`config.mk`:
```
export PLATFORM = sky130hd
export DESIGN_NAME = bus_arbiter
export DESIGN_NICKNAME = d
export VERILOG_FILES = /design/src/rtl/bus_arbiter_pkg.sv /design/src/rtl/bus_arbiter_watchdog.sv /design/src/rtl/bus_arbiter.sv
export SDC_FILE = /design/constraint.sdc
export NUM_CORES = 1
export LEC_CHECK = 0
export CORE_MARGIN = 5
export CORE_UTILIZATION = 42
export DETAILED_ROUTE_END_ITERATION = 8
export GPL_ROUTABILITY_DRIVEN = 0
export PLACE_DENSITY = 0.79
export SYNTH_ARGS = -nofsm -noshare
export SYNTH_HDL_FRONTEND = slang
export SYNTH_HIERARCHICAL = 1
export SYNTH_SLANG_ARGS = --single-unit
```
`constraint.sdc`:
```
create_clock -name clk -period 4.6 [get_ports clk]
set_clock_uncertainty 0.15 [all_clocks]
set_input_delay 0.92 -clock clk [delete_from_list [all_inputs] [get_ports clk]]
set_output_delay 0.92 -clock clk [all_outputs]
set_load 0.01 [all_outputs]
```
`src/rtl/bus_arbiter_pkg.sv`:
```
// bus_arbiter_pkg: shared states, widths and default timeout for the bus arbiter.
package bus_arbiter_pkg;
  localparam int ADDR_W_DEF = 32;
  localparam int DATA_W_DEF = 32;
  localparam int SEL_W = 4;
  localparam int WD_W = 8;
  localparam int TIMEOUT_DEF = 255;
  localparam logic [SEL_W-1:0] SEL_ALL = 4'hF;
  typedef enum logic [1:0] {IDLE, BUSY_IF, BUSY_MEM, DRAIN} state_t;
endpackage

```
`src/rtl/bus_arbiter_watchdog.sv`:
```
// bus_watchdog: counts wait cycles of a bus access and flags the abort cycle.
module bus_watchdog
  import bus_arbiter_pkg::*;
#(
  parameter int TIMEOUT = TIMEOUT_DEF
) (
  input  logic clk,
  input  logic rst,
  input  logic clr,
  input  logic run,
  output logic expire
);
  logic [WD_W-1:0] cnt;
  // fires on the wait cycle whose increment would reach TIMEOUT-1
  assign expire = run && (cnt + 8'd1 == 8'(TIMEOUT - 1));
  always_ff @(posedge clk or negedge rst)
    if (!rst) cnt <= '0;
    else if (clr) cnt <= '0;
    else if (run) cnt <= cnt + 8'd1;
endmodule

```
`src/rtl/bus_arbiter.sv`:
```
// bus_arbiter: arbitrates fetch and data requests onto a single registered bus master port.
module bus_arbiter
  import bus_arbiter_pkg::*;
#(
  parameter int TIMEOUT = TIMEOUT_DEF,
  parameter int ADDR_W = ADDR_W_DEF,
  parameter int DATA_W = DATA_W_DEF
) (
  input  logic              clk,
  input  logic              rst,
  input  logic              if_req,
  input  logic [ADDR_W-1:0] if_addr,
  input  logic              if_flush,
  output logic [DATA_W-1:0] if_rdata,
  output logic              if_ready,
  input  logic              mem_req,
  input  logic              mem_we,
  input  logic [SEL_W-1:0]  mem_sel,
  input  logic [ADDR_W-1:0] mem_addr,
  input  logic [DATA_W-1:0] mem_wdata,
  output logic [DATA_W-1:0] mem_rdata,
  output logic              mem_ready,
  output logic              stallreq_if,
  output logic              stallreq_mem,
  output logic              bus_cyc,
  output logic              bus_stb,
  output logic              bus_we,
  output logic [SEL_W-1:0]  bus_sel,
  output logic [ADDR_W-1:0] bus_addr,
  output logic [DATA_W-1:0] bus_wdata,
  input  logic [DATA_W-1:0] bus_rdata,
  input  logic              bus_ack,
  output logic              bus_err
);
  state_t state, state_d;
  logic cyc_d, we_d, if_ready_d, mem_ready_d, clr, expire, done;
  logic [SEL_W-1:0] sel_d;
  logic [ADDR_W-1:0] addr_d;
  logic [DATA_W-1:0] wdata_d, if_rdata_d, mem_rdata_d;
  assign stallreq_if = if_req & ~if_ready;
  assign stallreq_mem = mem_req & ~mem_ready;
  assign bus_stb = bus_cyc;
  assign done = bus_ack | expire;
  bus_watchdog #(.TIMEOUT(TIMEOUT)) u_wd (
    .clk(clk),
    .rst(rst),
    .clr(clr),
    .run(state != IDLE && !bus_ack),
    .expire(expire)
  );
  // a requester whose ready pulse is up this cycle is finished, so only stalled requesters are accepted
  always_comb begin
    state_d = state;
    cyc_d = bus_cyc;
    we_d = bus_we;
    sel_d = bus_sel;
    addr_d = bus_addr;
    wdata_d = bus_wdata;
    if_rdata_d = if_rdata;
    mem_rdata_d = mem_rdata;
    if_ready_d = 1'b0;
    mem_ready_d = 1'b0;
    clr = 1'b0;
    case (state)
      IDLE:
        if (stallreq_mem) begin
          state_d = BUSY_MEM;
          cyc_d = 1'b1;
          we_d = mem_we;
          sel_d = mem_sel;
          addr_d = mem_addr;
          wdata_d = mem_wdata;
          clr = 1'b1;
        end else if (stallreq_if && !if_flush) begin
          state_d = BUSY_IF;
          cyc_d = 1'b1;
          we_d = 1'b0;
          sel_d = SEL_ALL;
          addr_d = if_addr;
          clr = 1'b1;
        end
      BUSY_IF:
        if (done) begin
          state_d = IDLE;
          cyc_d = 1'b0;
          if_ready_d = ~if_flush;
          if_rdata_d = if_flush ? if_rdata : bus_ack ? bus_rdata : '0;
        end else if (if_flush) begin
          state_d = DRAIN;
          clr = 1'b1;
        end
      BUSY_MEM:
        if (done) begin
          state_d = IDLE;
          cyc_d = 1'b0;
          mem_ready_d = 1'b1;
          mem_rdata_d = (bus_ack && !bus_we) ? bus_rdata : '0;
        end
      DRAIN:
        if (done) begin
          state_d = IDLE;
          cyc_d = 1'b0;
        end
      default: state_d = IDLE;
    endcase
  end
  always_ff @(posedge clk or negedge rst)
    if (!rst) begin
      state <= IDLE;
      bus_cyc <= 1'b0;
      bus_we <= 1'b0;
      bus_sel <= '0;
      bus_addr <= '0;
      bus_wdata <= '0;
      if_rdata <= '0;
      mem_rdata <= '0;
      if_ready <= 1'b0;
      mem_ready <= 1'b0;
      bus_err <= 1'b0;
    end else begin
      state <= state_d;
      bus_cyc <= cyc_d;
      bus_we <= we_d;
      bus_sel <= sel_d;
      bus_addr <= addr_d;
      bus_wdata <= wdata_d;
      if_rdata <= if_rdata_d;
      mem_rdata <= mem_rdata_d;
      if_ready <= if_ready_d;
      mem_ready <= mem_ready_d;
      bus_err <= expire;
    end
endmodule

```
==> qor.log, run 1 <==
[detailed_routing] post-detailed-route DRC marker count 0
[critical_path] count of buffering cells on the critical path with inverters included 2
[clocking] CTS tree built
[power] Pwr per Cell Area 654 nW/µm²
[global_routing] combined global-route utilization of all metal layers 20.6%
[logic_synthesis] area fraction in compound gates after synthesis 4.98%
[run] number of maximum-capacitance violations 0
[timing] slew at the pin closest to its max-slew limit 1.16 ns
[clocking] CTS sink count 147
[final_layout] post-layout net count 1016
[logic_synthesis] synthesized-area fraction occupied by and/or/nand/nor cells 14.6%
[detailed_routing] routed via count divided by cell count 5.05
[global_routing] vias in the first global route 5460
[power] Comb pwr share 45.1%
[power] net switching component of the power 2.28 mW
[detailed_routing] initial detailed-routing violation count 264
[power] part of the power in registers 34.9%
[critical_path] highest fanout seen on the critical path 33
[placed_design] number of I/O port buffers 278
[power] overall power after layout 6.69 mW
[logic_synthesis] portion of the post-synthesis area used by sequential elements 54.3%
[clocking] setup repair bufs after CTS 0
[power] switching share of total power 34.0%
[floorplan] initial cell density of the core 42.7%
[critical_path] cell breakdown of the critical path clkdlybuf4s50_1, nor2_1, buf_4, nand4_1, nor4_2, nor2_1, or4b_2, mux2i_1
[clocking] clock latency at the later pin of the worst-skew pair 0.41 ns
[detailed_routing] sum of routed wire length over all layers 19.9 mm
[min_path] path category of the worst min-delay check reg -> reg
[final_layout] filler cell count in the final layout 1255
[clocking] CTS Hold Buffers Added 0
[logic_synthesis] main combinational cell family by area after synthesis multiplexers
[critical_path] CP arrival 3.69 ns
[floorplan] height of the chip 137 µm
[clocking] H-Tree Depth 4
[logic_synthesis] post-synthesis async set-or-reset flop share 100%
[timing] Achievable Freq 278 MHz
[logic_synthesis] number of synthesized register bits 147
[logic_synthesis] number of synthesis warnings 6
[power] Clk network pwr share 20.0%
[floorplan] die width 137 µm
[logic_synthesis] EDFF count, synth 0
[global_routing] initial antenna violation count 0
[clocking] maximum count of clock buffers along a single path 2
[timing] post-route setup TNS 0 ns
[global_routing] grt total ovfl 0
[logic_synthesis] Synth Flop Type dfrtp_1
[timing] setup repair after global routing missed its margin false
[placed_design] half-perimeter wire length of the detailed placement result 14.1 mm
[clocking] number of CTS-inserted buffers 17
[critical_path] kind of start point of the critical path input port
[final_layout] layout cell share with drive strength beyond 1 10.4%
[logic_synthesis] syn_nets 758
[timing] final critical-path required period 3.59 ns
[detailed_routing] drt first pass iters 4
[placed_design] post-place instance area 9650 µm²
[timing] Setup Viol. Count Final 0
[global_routing] wire length of the first global-routing pass 30.1 mm
[timing] final-report hold violation count 0
[logic_synthesis] Synth Area in Adders 0.369%
[logic_synthesis] xor/xnor share of the synthesized area 1.16%
[logic_synthesis] mux cell area share after synthesis 16.5%
[clocking] CTS root buf clkbuf_16
[critical_path] crit path capture type register
[timing] final worst-path cycle share 78.1%
[logic_synthesis] number of unique standard cell types used by synthesis 39
[power] Pint 4.41 mW
[logic_synthesis] average size of a mapped cell 11.0 µm²
[critical_path] required time at the worst-slack endpoint 4.70 ns
[detailed_routing] Detail Route Antenna Nets 0
[logic_synthesis] summed instance area of the synthesized netlist 6780 µm²
[critical_path] cell type of the slowest stage on the worst timing path or4b_2
[detailed_routing] Avg WL per Cell 18.0 µm
[floorplan] Core Region 15900 µm²
[floorplan] Die Footprint 18800 µm²
[critical_path] most frequent cell on the critical path nor2_1
[floorplan] Core Rows 46
[outcome] result of the run complete, no violations
[global_routing] maximum number of pins on one net before global-route repair 103
[power] Worst VDD drop 316 µV
[timing] worst slew margin relative to its limit 22.7%
[critical_path] delay-heaviest family, CP simple AND/OR/NAND/NOR gates
[critical_path] critical path type in -> reg
[power] leakage power 4.57 nW
[clocking] number of gates given a new drive strength after cts 0
[final_layout] final standard cell area without fillers 10200 µm²
[floorplan] number of top-level design ports 279
[final_layout] area overhead of the layout relative to synthesis 50.7%
[detailed_routing] DR vias 5570
[final_layout] number of diodes added for antenna fixing 0
[critical_path] slowest stage delay, CP 1.14 ns
[timing] final count of pins violating max slew 0
[clocking] post-CTS clock slew at the launch and capture registers of the worst setup and hold paths 0.06 ns
[logic_synthesis] Syn Inst Count 617
-- cell families after synthesis --
logic type      after synthesis
mux                          96
xor+xnor                      9
buf+inv                     117
simple gates                199
compound gates               47
flops                       147
fa+ha+maj                     2
-- layout by cell type, fill, tap and decap left out, types with 6 or more instances in the layout --
cell type          n
mux2_4            32
nor4_1            32
mux2i_1           64
o22ai_1           27
inv_1             67
inv_6              6
nand2_1           71
buf_4             11
clkbuf_16         17
dfrtp_1          147
clkdlybuf4s50_1  277
nor3_1            65
nor2_1            10
-- metrics by stage --
stage | cells | utilization [%] | hold WS, ns | worst slack [ns]
5_1_grt | 1104 | 64.3 | 0.364 | 0.814
3_5_place_dp | 1072 | 60.7 | 0.343 | 0.544
4_1_cts | 1104 | 64.3 | 0.359 | 0.979
6_report | 1104 | 64.3 | 0.355 | 1.01
3_3_place_gp | 1072 | 60.7 | 0.339 | 0.591
2_1_floorplan | 617 | - | 0.360 | 1.33
-- power by group through the flow --
stage / clock network [mW] / logic, mW / registers, mW
finish: 1.34 / 3.01 / 2.33
global route: 1.42 / 3.23 / 2.41
CTS: 1.37 / 3.06 / 2.34
detailed placement: 0 / 3.05 / 2.34
global placement: 0 / 2.98 / 2.32
floorplan: 0 / 1.09 / 2.58
-- flip-flops by register name (all words and copies together), names as in the netlist --
register / cells
bus_wdata: 32
mem_rdata: 32
u_wd/cnt: 8
state: 2
bus_err: 1
if_ready: 1
bus_we: 1
mem_ready: 1
bus_addr: 32
bus_cyc: 1
if_rdata: 32
bus_sel: 4
-- worst paths after layout --
kind,startpoint,end,slack [ns],cells after the start
max,bus_ack,if_rdata[29]$_DFFE_PN0P_,1.01,8
min,bus_sel[0]$_DFFE_PN0P_,bus_sel[0]$_DFFE_PN0P_,0.36,1
max reg2reg,state[0]$_DFFE_PN0P_,if_rdata[29]$_DFFE_PN0P_,1.40,8
min reg2reg,bus_sel[0]$_DFFE_PN0P_,bus_sel[0]$_DFFE_PN0P_,0.36,1
max in group asynchronous,rst,if_rdata[27]$_DFFE_PN0P_,2.94,2
min in group asynchronous,rst,mem_rdata[12]$_DFFE_PN0P_,0.46,1
-- per-layer routing --
layer  part of all wire, %  track usage [%]  routed length (µm)  vias up
met2                    48             33.5                9520      224
li1                      -                -                   -     2630
met4                   1.7             6.43                 341        0
met5                     0                0                   0        -
met1                    40             25.8                8030     2694
met3                    10             7.46                2000       22
-- synthesized netlist by cell type, types with 2 or more instances --
cell type	count	share of area (%)
o22ai_2	5	0.92
xnor2_1	4	0.52
nor2_1	11	0.61
nor3_1	65	4.8
nor4_1	32	3.0
nand3_1	2	0.15
mux2i_1	64	9.4
o22ai_1	27	2.5
clkbuf_1	26	1.4
nor2b_1	3	0.28
mux2_4	32	7.1
nand4_1	4	0.37
buf_2	11	0.81
a21oi_1	2	0.15
inv_1	67	3.7
dfrtp_1	147	54
nand2_1	71	3.9
or4b_1	2	0.30
ha_1	2	0.37
buf_4	2	0.22
o21ai_0	3	0.22
o22a_1	4	0.52
o31ai_1	2	0.22
xor2_1	5	0.65
buf_6	10	1.7
-- worst reg2reg max path: cells and delay by family (launching register included) --
family	cells	cell delay, ns
simple gates	6	1.95
flops	1	0.50
mux	1	0.28
buf+inv	1	0.16
-- cell type report --
| cell class | count | area, µm² | area share, % |
|---|---|---|---|
| flip-flops and latches | 147 | 3680 | 36.0 |
| repair buffers | 289 | 2870 | 28.1 |
| multi-input cells | 353 | 2580 | 25.2 |
| clock buffers | 17 | 425 | 4.16 |
| well taps | 216 | 270 | 2.65 |
| inverters | 67 | 251 | 2.46 |
| clock inverters | 15 | 145 | 1.42 |
No activity file was read; power rests on OpenSTA's default activity.
==> run 2, diff against run 1 <==
- clock period: 4.6 -> 3.7 ns (I/O delays scaled with it)
==> run 2 against run 1 <==
Sequential cell count unchanged. Worst hold slack worse by 0.22 ns. Sequential power up 24%. Count of clock-buffer cells in the layout up 2. Non-clock buffer count up 2. Die area unchanged. First-iteration DRC count up 33%. Routed wire length up 1.2%.
==> qor.log, run 2 (same netlist as run 1, synthesis figures left out) <==
[global_routing] initial antenna violation count 0
[floorplan] initial cell density of the core 42.7%
[detailed_routing] drt first pass iters 4
[final_layout] final standard cell area without fillers 10300 µm²
[critical_path] most frequent cell on the critical path nor2_1
[global_routing] wire length of the first global-routing pass 31.1 mm
[critical_path] required time at the worst-slack endpoint 3.83 ns
[critical_path] slowest stage delay, CP 0.63 ns
[critical_path] cell breakdown of the critical path clkdlybuf4s50_1, nor2_1, nand4_1, nor4_2, nor2_1, or4b_2, buf_4, mux2i_1
[floorplan] number of top-level design ports 279
[floorplan] Core Rows 46
[final_layout] post-layout net count 1018
[clocking] number of CTS-inserted buffers 17
[detailed_routing] routed via count divided by cell count 5.03
[final_layout] commonest non-fill, non-tap cells in the layout 277 x clkdlybuf4s50_1, 147 x dfrtp_1, 71 x nand2_1, 67 x inv_1, 65 x nor3_1
[final_layout] number of diodes added for antenna fixing 0
[detailed_routing] post-detailed-route DRC marker count 0
[detailed_routing] sum of routed wire length over all layers 20.1 mm
[critical_path] critical path type in -> reg
[clocking] CTS sink count 147
[final_layout] most common cell after layout, fill and taps aside clkdlybuf4s50_1
[timing] final count of pins violating max slew 0
[clocking] post-CTS clock slew at the launch and capture registers of the worst setup and hold paths 0.07 ns
[global_routing] combined global-route utilization of all metal layers 21.3%
[clocking] CTS tree built
[detailed_routing] DR vias 5560
[power] leakage power 4.59 nW
[critical_path] kind of start point of the critical path input port
[clocking] CTS Hold Buffers Added 0
[final_layout] filler cell count in the final layout 1269
[final_layout] Layout Cells excl Fill 1106
[timing] slew at the pin closest to its max-slew limit 1.08 ns
[final_layout] final standard cell utilization of the core 64.6%
[power] Pwr per Cell Area 812 nW/µm²
[critical_path] CP arrival 3.16 ns
[run] number of maximum-capacitance violations 0
[min_path] path category of the worst min-delay check in -> async
[power] Worst VDD drop 391 µV
[final_layout] layout cell share with drive strength beyond 1 10.6%
[timing] final critical-path required period 3.03 ns
[detailed_routing] Avg WL per Cell 18.2 µm
[critical_path] cell type of the slowest stage on the worst timing path or4b_2
[timing] post-route setup TNS 0 ns
[floorplan] die width 137 µm
[clocking] CTS root buf clkbuf_16
[final_layout] multi-input combinational cell area 2580 µm²
[placed_design] half-perimeter wire length of the detailed placement result 14.3 mm
[timing] worst slew margin relative to its limit 27.9%
[critical_path] highest fanout seen on the critical path 33
[placed_design] Placed Instances 1074
[clocking] maximum count of clock buffers along a single path 2
[floorplan] Core Region 15900 µm²
[outcome] result of the run complete, no violations
[detailed_routing] Detail Route Antenna Nets 0
[global_routing] maximum number of pins on one net before global-route repair 70
[clocking] setup repair bufs after CTS 0
[clocking] clock latency at the later pin of the worst-skew pair 0.42 ns
[clocking] number of gates given a new drive strength after cts 0
[detailed_routing] initial detailed-routing violation count 351
[final_layout] Sequential Area 3680 µm²
[timing] setup repair after global routing missed its margin false
[critical_path] crit path capture type register
[global_routing] vias in the first global route 5628
[placed_design] number of I/O port buffers 278
[placed_design] post-place instance area 9690 µm²
[floorplan] Die Footprint 18800 µm²
[timing] Achievable Freq 331 MHz
[clocking] H-Tree Depth 4
[floorplan] height of the chip 137 µm
[timing] final-report hold violation count 0
[timing] Setup Viol. Count Final 0
[global_routing] grt total ovfl 0
[final_layout] area overhead of the layout relative to synthesis 51.3%
[timing] final worst-path cycle share 81.8%
[run 2: layout make-up]
cell class,count,area share [%]
Timing Repair Buffer,291,28.3
Clock buffer,19,4.42
Clock inverter,13,1.13
Sequential cell,147,35.9
Tap cell,216,2.64
Inverter,67,2.45
Multi-Input combinational cell,353,25.1
[run 2: metrics by stage]
step	setup WS, ns	hold WS, ns	power [mW]
2_1_floorplan	0.608	0.294	4.57
3_3_place_gp	0.286	0.339	6.61
3_5_place_dp	0.242	0.344	6.71
4_1_cts	0.698	0.131	8.42
5_1_grt	0.494	0.161	8.82
6_report	0.675	0.133	8.32
[run 2: path summary, 6_finish.rpt]
kind,from,endpoint,slack (ns),cells past startpoint
min in group clk,bus_sel[1]$_DFFE_PN0P_,bus_sel[1]$_DFFE_PN0P_,0.36,1
max in group asynchronous,rst,u_wd/cnt[2]$_DFFE_PN0P_,2.40,2
hold / removal,rst,mem_rdata[1]$_DFFE_PN0P_,0.13,1
setup reg to reg,u_wd/cnt[0]$_DFFE_PN0P_,if_rdata[30]$_DFFE_PN0P_,0.80,9
setup / recovery,bus_ack,if_rdata[30]$_DFFE_PN0P_,0.67,8
hold reg to reg,bus_sel[1]$_DFFE_PN0P_,bus_sel[1]$_DFFE_PN0P_,0.36,1
[run 2: where the power goes]
group | switching (mW) | internal, mW | leakage, nW
clock | 0.735 | 0.919 | 0.286
sequential | 0.516 | 2.38 | 1.78
combinational | 1.61 | 2.17 | 2.53
total | 2.86 | 5.47 | 4.59
[run 2: routing by layer]
metal	wire, µm	global-route usage, %	share of wire (%)	up-vias
met5	0	0	0	-
met1	7920	26.5	39	2643
li1	-	-	-	2647
met2	9640	33.4	48	237
met4	449	7.32	2.2	0
met3	2130	9.08	11	33
[run 2: worst max-delay path: cells and delay by family]
kind / cells / cell delay (ns)
buffers and inverters: 2 / 0.76
and+or+nand+nor: 5 / 1.42
muxes: 1 / 0.19
==> run 3, diff against run 2 <==
- clock period: 3.7 -> 2.9 ns (I/O delays scaled with it)
==> run 3 against run 2 <==
Global-route usage grew 0.43 points. Non-clock buffer count grew 8. Worst setup slack lost 0.52 ns. Sequential power grew 28%. Final cell count grew 0.72%. Critical endpoint is now if_rdata[13]$_DFFE_PN0P_. Largest cell class unchanged.
==> qor.log, run 3 (same netlist as run 1, synthesis figures left out) <==
[outcome] result of the run complete, no violations
[detailed_routing] post-detailed-route DRC marker count 0
[critical_path] CP arrival 2.92 ns
[clocking] maximum count of clock buffers along a single path 2
[power] Pwr per Cell Area 1040 nW/µm²
[placed_design] post-place instance area 9760 µm²
[clocking] CTS sink count 147
[timing] final critical-path required period 2.74 ns
[timing] final worst-path cycle share 94.5%
[timing] slew at the pin closest to its max-slew limit 0.525 ns
[detailed_routing] routed via count divided by cell count 5.09
[floorplan] initial cell density of the core 42.7%
[timing] final-report hold violation count 0
[critical_path] cell breakdown of the critical path and3_2, nand3_1, xor2_1, nor4_2, nor2_1, or4b_2, buf_12, mux2i_1
[detailed_routing] drt first pass iters 5
[final_layout] area overhead of the layout relative to synthesis 53.3%
[critical_path] kind of start point of the critical path register
[critical_path] highest fanout seen on the critical path 33
[timing] Setup Viol. Count Final 0
[floorplan] Core Rows 46
[timing] Achievable Freq 365 MHz
[critical_path] crit path capture type register
[floorplan] number of top-level design ports 279
[timing] post-route setup TNS 0 ns
[timing] setup repair after global routing missed its margin false
[clocking] CTS root buf clkbuf_16
[critical_path] count of buffering cells on the critical path with inverters included 1
[floorplan] Die Footprint 18800 µm²
[final_layout] commonest non-fill, non-tap cells in the layout 277 x clkdlybuf4s50_1, 146 x dfrtp_1, 71 x nand2_1, 67 x inv_1, 65 x nor3_1
[clocking] clock latency at the later pin of the worst-skew pair 0.41 ns
[critical_path] critical path type reg -> reg
[clocking] H-Tree Depth 4
[global_routing] combined global-route utilization of all metal layers 21.7%
[detailed_routing] initial detailed-routing violation count 252
[detailed_routing] sum of routed wire length over all layers 20.7 mm
[clocking] CTS tree built
[global_routing] wire length of the first global-routing pass 31.7 mm
[timing] tightest hold margin 0.358 ns
[critical_path] delay-heaviest family, CP simple AND/OR/NAND/NOR gates
[floorplan] Core Region 15900 µm²
[run] number of maximum-capacitance violations 0
[power] leakage power 4.65 nW
[detailed_routing] DR vias 5673
[floorplan] height of the chip 137 µm
[final_layout] number of diodes added for antenna fixing 0
[final_layout] layout cell share with drive strength beyond 1 11.5%
[timing] final count of pins violating max slew 0
[placed_design] number of I/O port buffers 278
[floorplan] die width 137 µm
[final_layout] post-layout net count 1026
[power] Worst VDD drop 603 µV
[global_routing] maximum number of pins on one net before global-route repair 55
[final_layout] final standard cell area without fillers 10400 µm²
[clocking] number of CTS-inserted buffers 17
[clocking] post-CTS clock slew at the launch and capture registers of the worst setup and hold paths 0.07 ns
[timing] minimum setup slack in the final design 0.159 ns
[min_path] path category of the worst min-delay check reg -> reg
[detailed_routing] Avg WL per Cell 18.6 µm
[global_routing] grt total ovfl 0
[detailed_routing] Detail Route Antenna Nets 0
[critical_path] required time at the worst-slack endpoint 3.08 ns
[placed_design] half-perimeter wire length of the detailed placement result 14.6 mm
[timing] worst slew margin relative to its limit 65.0%
[global_routing] initial antenna violation count 0
[global_routing] vias in the first global route 5879
[placed_design] worst slack after detailed placement 0.0108 ns
[critical_path] cell type of the slowest stage on the worst timing path or4b_2
[final_layout] most common cell after layout, fill and taps aside clkdlybuf4s50_1
[critical_path] slowest stage delay, CP 0.66 ns
run 3: cell count changes in the layout (fill, tap and decap cells not counted), moves of 2 or more:
cell        delta
clkinvlp_4     +3
buf_4          +5
inv_8          -4
bufinv_16      +3
buf_12         +2
clkinv_4       -2
run 3: stage by stage:
stage          total power [mW]  util [%]  instances
2_1_floorplan              5.83         -        617
3_3_place_gp               8.46      61.5       1081
3_5_place_dp               8.60      61.5       1081
4_1_cts                    11.0      65.4       1114
5_1_grt                    11.5      65.4       1114
6_report                   10.8      65.4       1114
run 3: what timing repair did:
action | CTS | global route
endpoints found under the hold margin | 52 | 0
buffers inserted | 0 | 0
setup endpoints to repair | 0 | 7
hold buffers | 1 | 0
resized for setup | 0 | 2
run 3: path summary, 6_finish.rpt:
path | startpoint | endpoint | slack, ns | depth (start not counted)
worst min register to register | bus_sel[1]$_DFFE_PN0P_ | bus_sel[1]$_DFFE_PN0P_ | 0.36 | 1
worst min-delay path | bus_sel[1]$_DFFE_PN0P_ | bus_sel[1]$_DFFE_PN0P_ | 0.36 | 1
worst max register to register | u_wd/cnt[2]$_DFFE_PN0P_ | if_rdata[13]$_DFFE_PN0P_ | 0.16 | 8
worst max-delay path | u_wd/cnt[2]$_DFFE_PN0P_ | if_rdata[13]$_DFFE_PN0P_ | 0.16 | 8
min in group asynchronous | rst | bus_wdata[19]$_DFFE_PN0P_ | 0.57 | 2
max in group asynchronous | rst | u_wd/cnt[1]$_DFFE_PN0P_ | 1.35 | 3
run 3: cell type report:
class / instances / area, µm²
Clock inverter: 14 / 175
Tap cell: 216 / 270
Multi-Input combinational cell: 353 / 2580
Clock buffer: 18 / 439
Inverter: 67 / 251
Timing Repair Buffer: 299 / 2990
Fill cell: 1256 / 5490
Sequential cell: 147 / 3680
run 3: metal layers:
layer  GRT usage (%)  vias to the layer above  share of wire [%]
li1                -                     2656                  -
met1            25.3                     2748                 38
met2            35.9                      237                 48
met3            9.26                       32                 11
met4            7.59                        0                2.4
met5               0                        -                  0
run 3: power by group:
| part | switching, mW | total (mW) | internal [mW] |
|---|---|---|---|
| logic | 2.07 | 4.86 | 2.78 |
| registers | 0.673 | 3.71 | 3.04 |
| clock network | 0.889 | 2.27 | 1.39 |
run 3: worst register-to-register path, delay by kind of cell, from the launching register on:
family        cells  cell delay (ns)
xor+xnor          1             0.16
mux               1             0.24
simple gates      5             1.40
flops             1             0.48
buf+inv           1             0.22
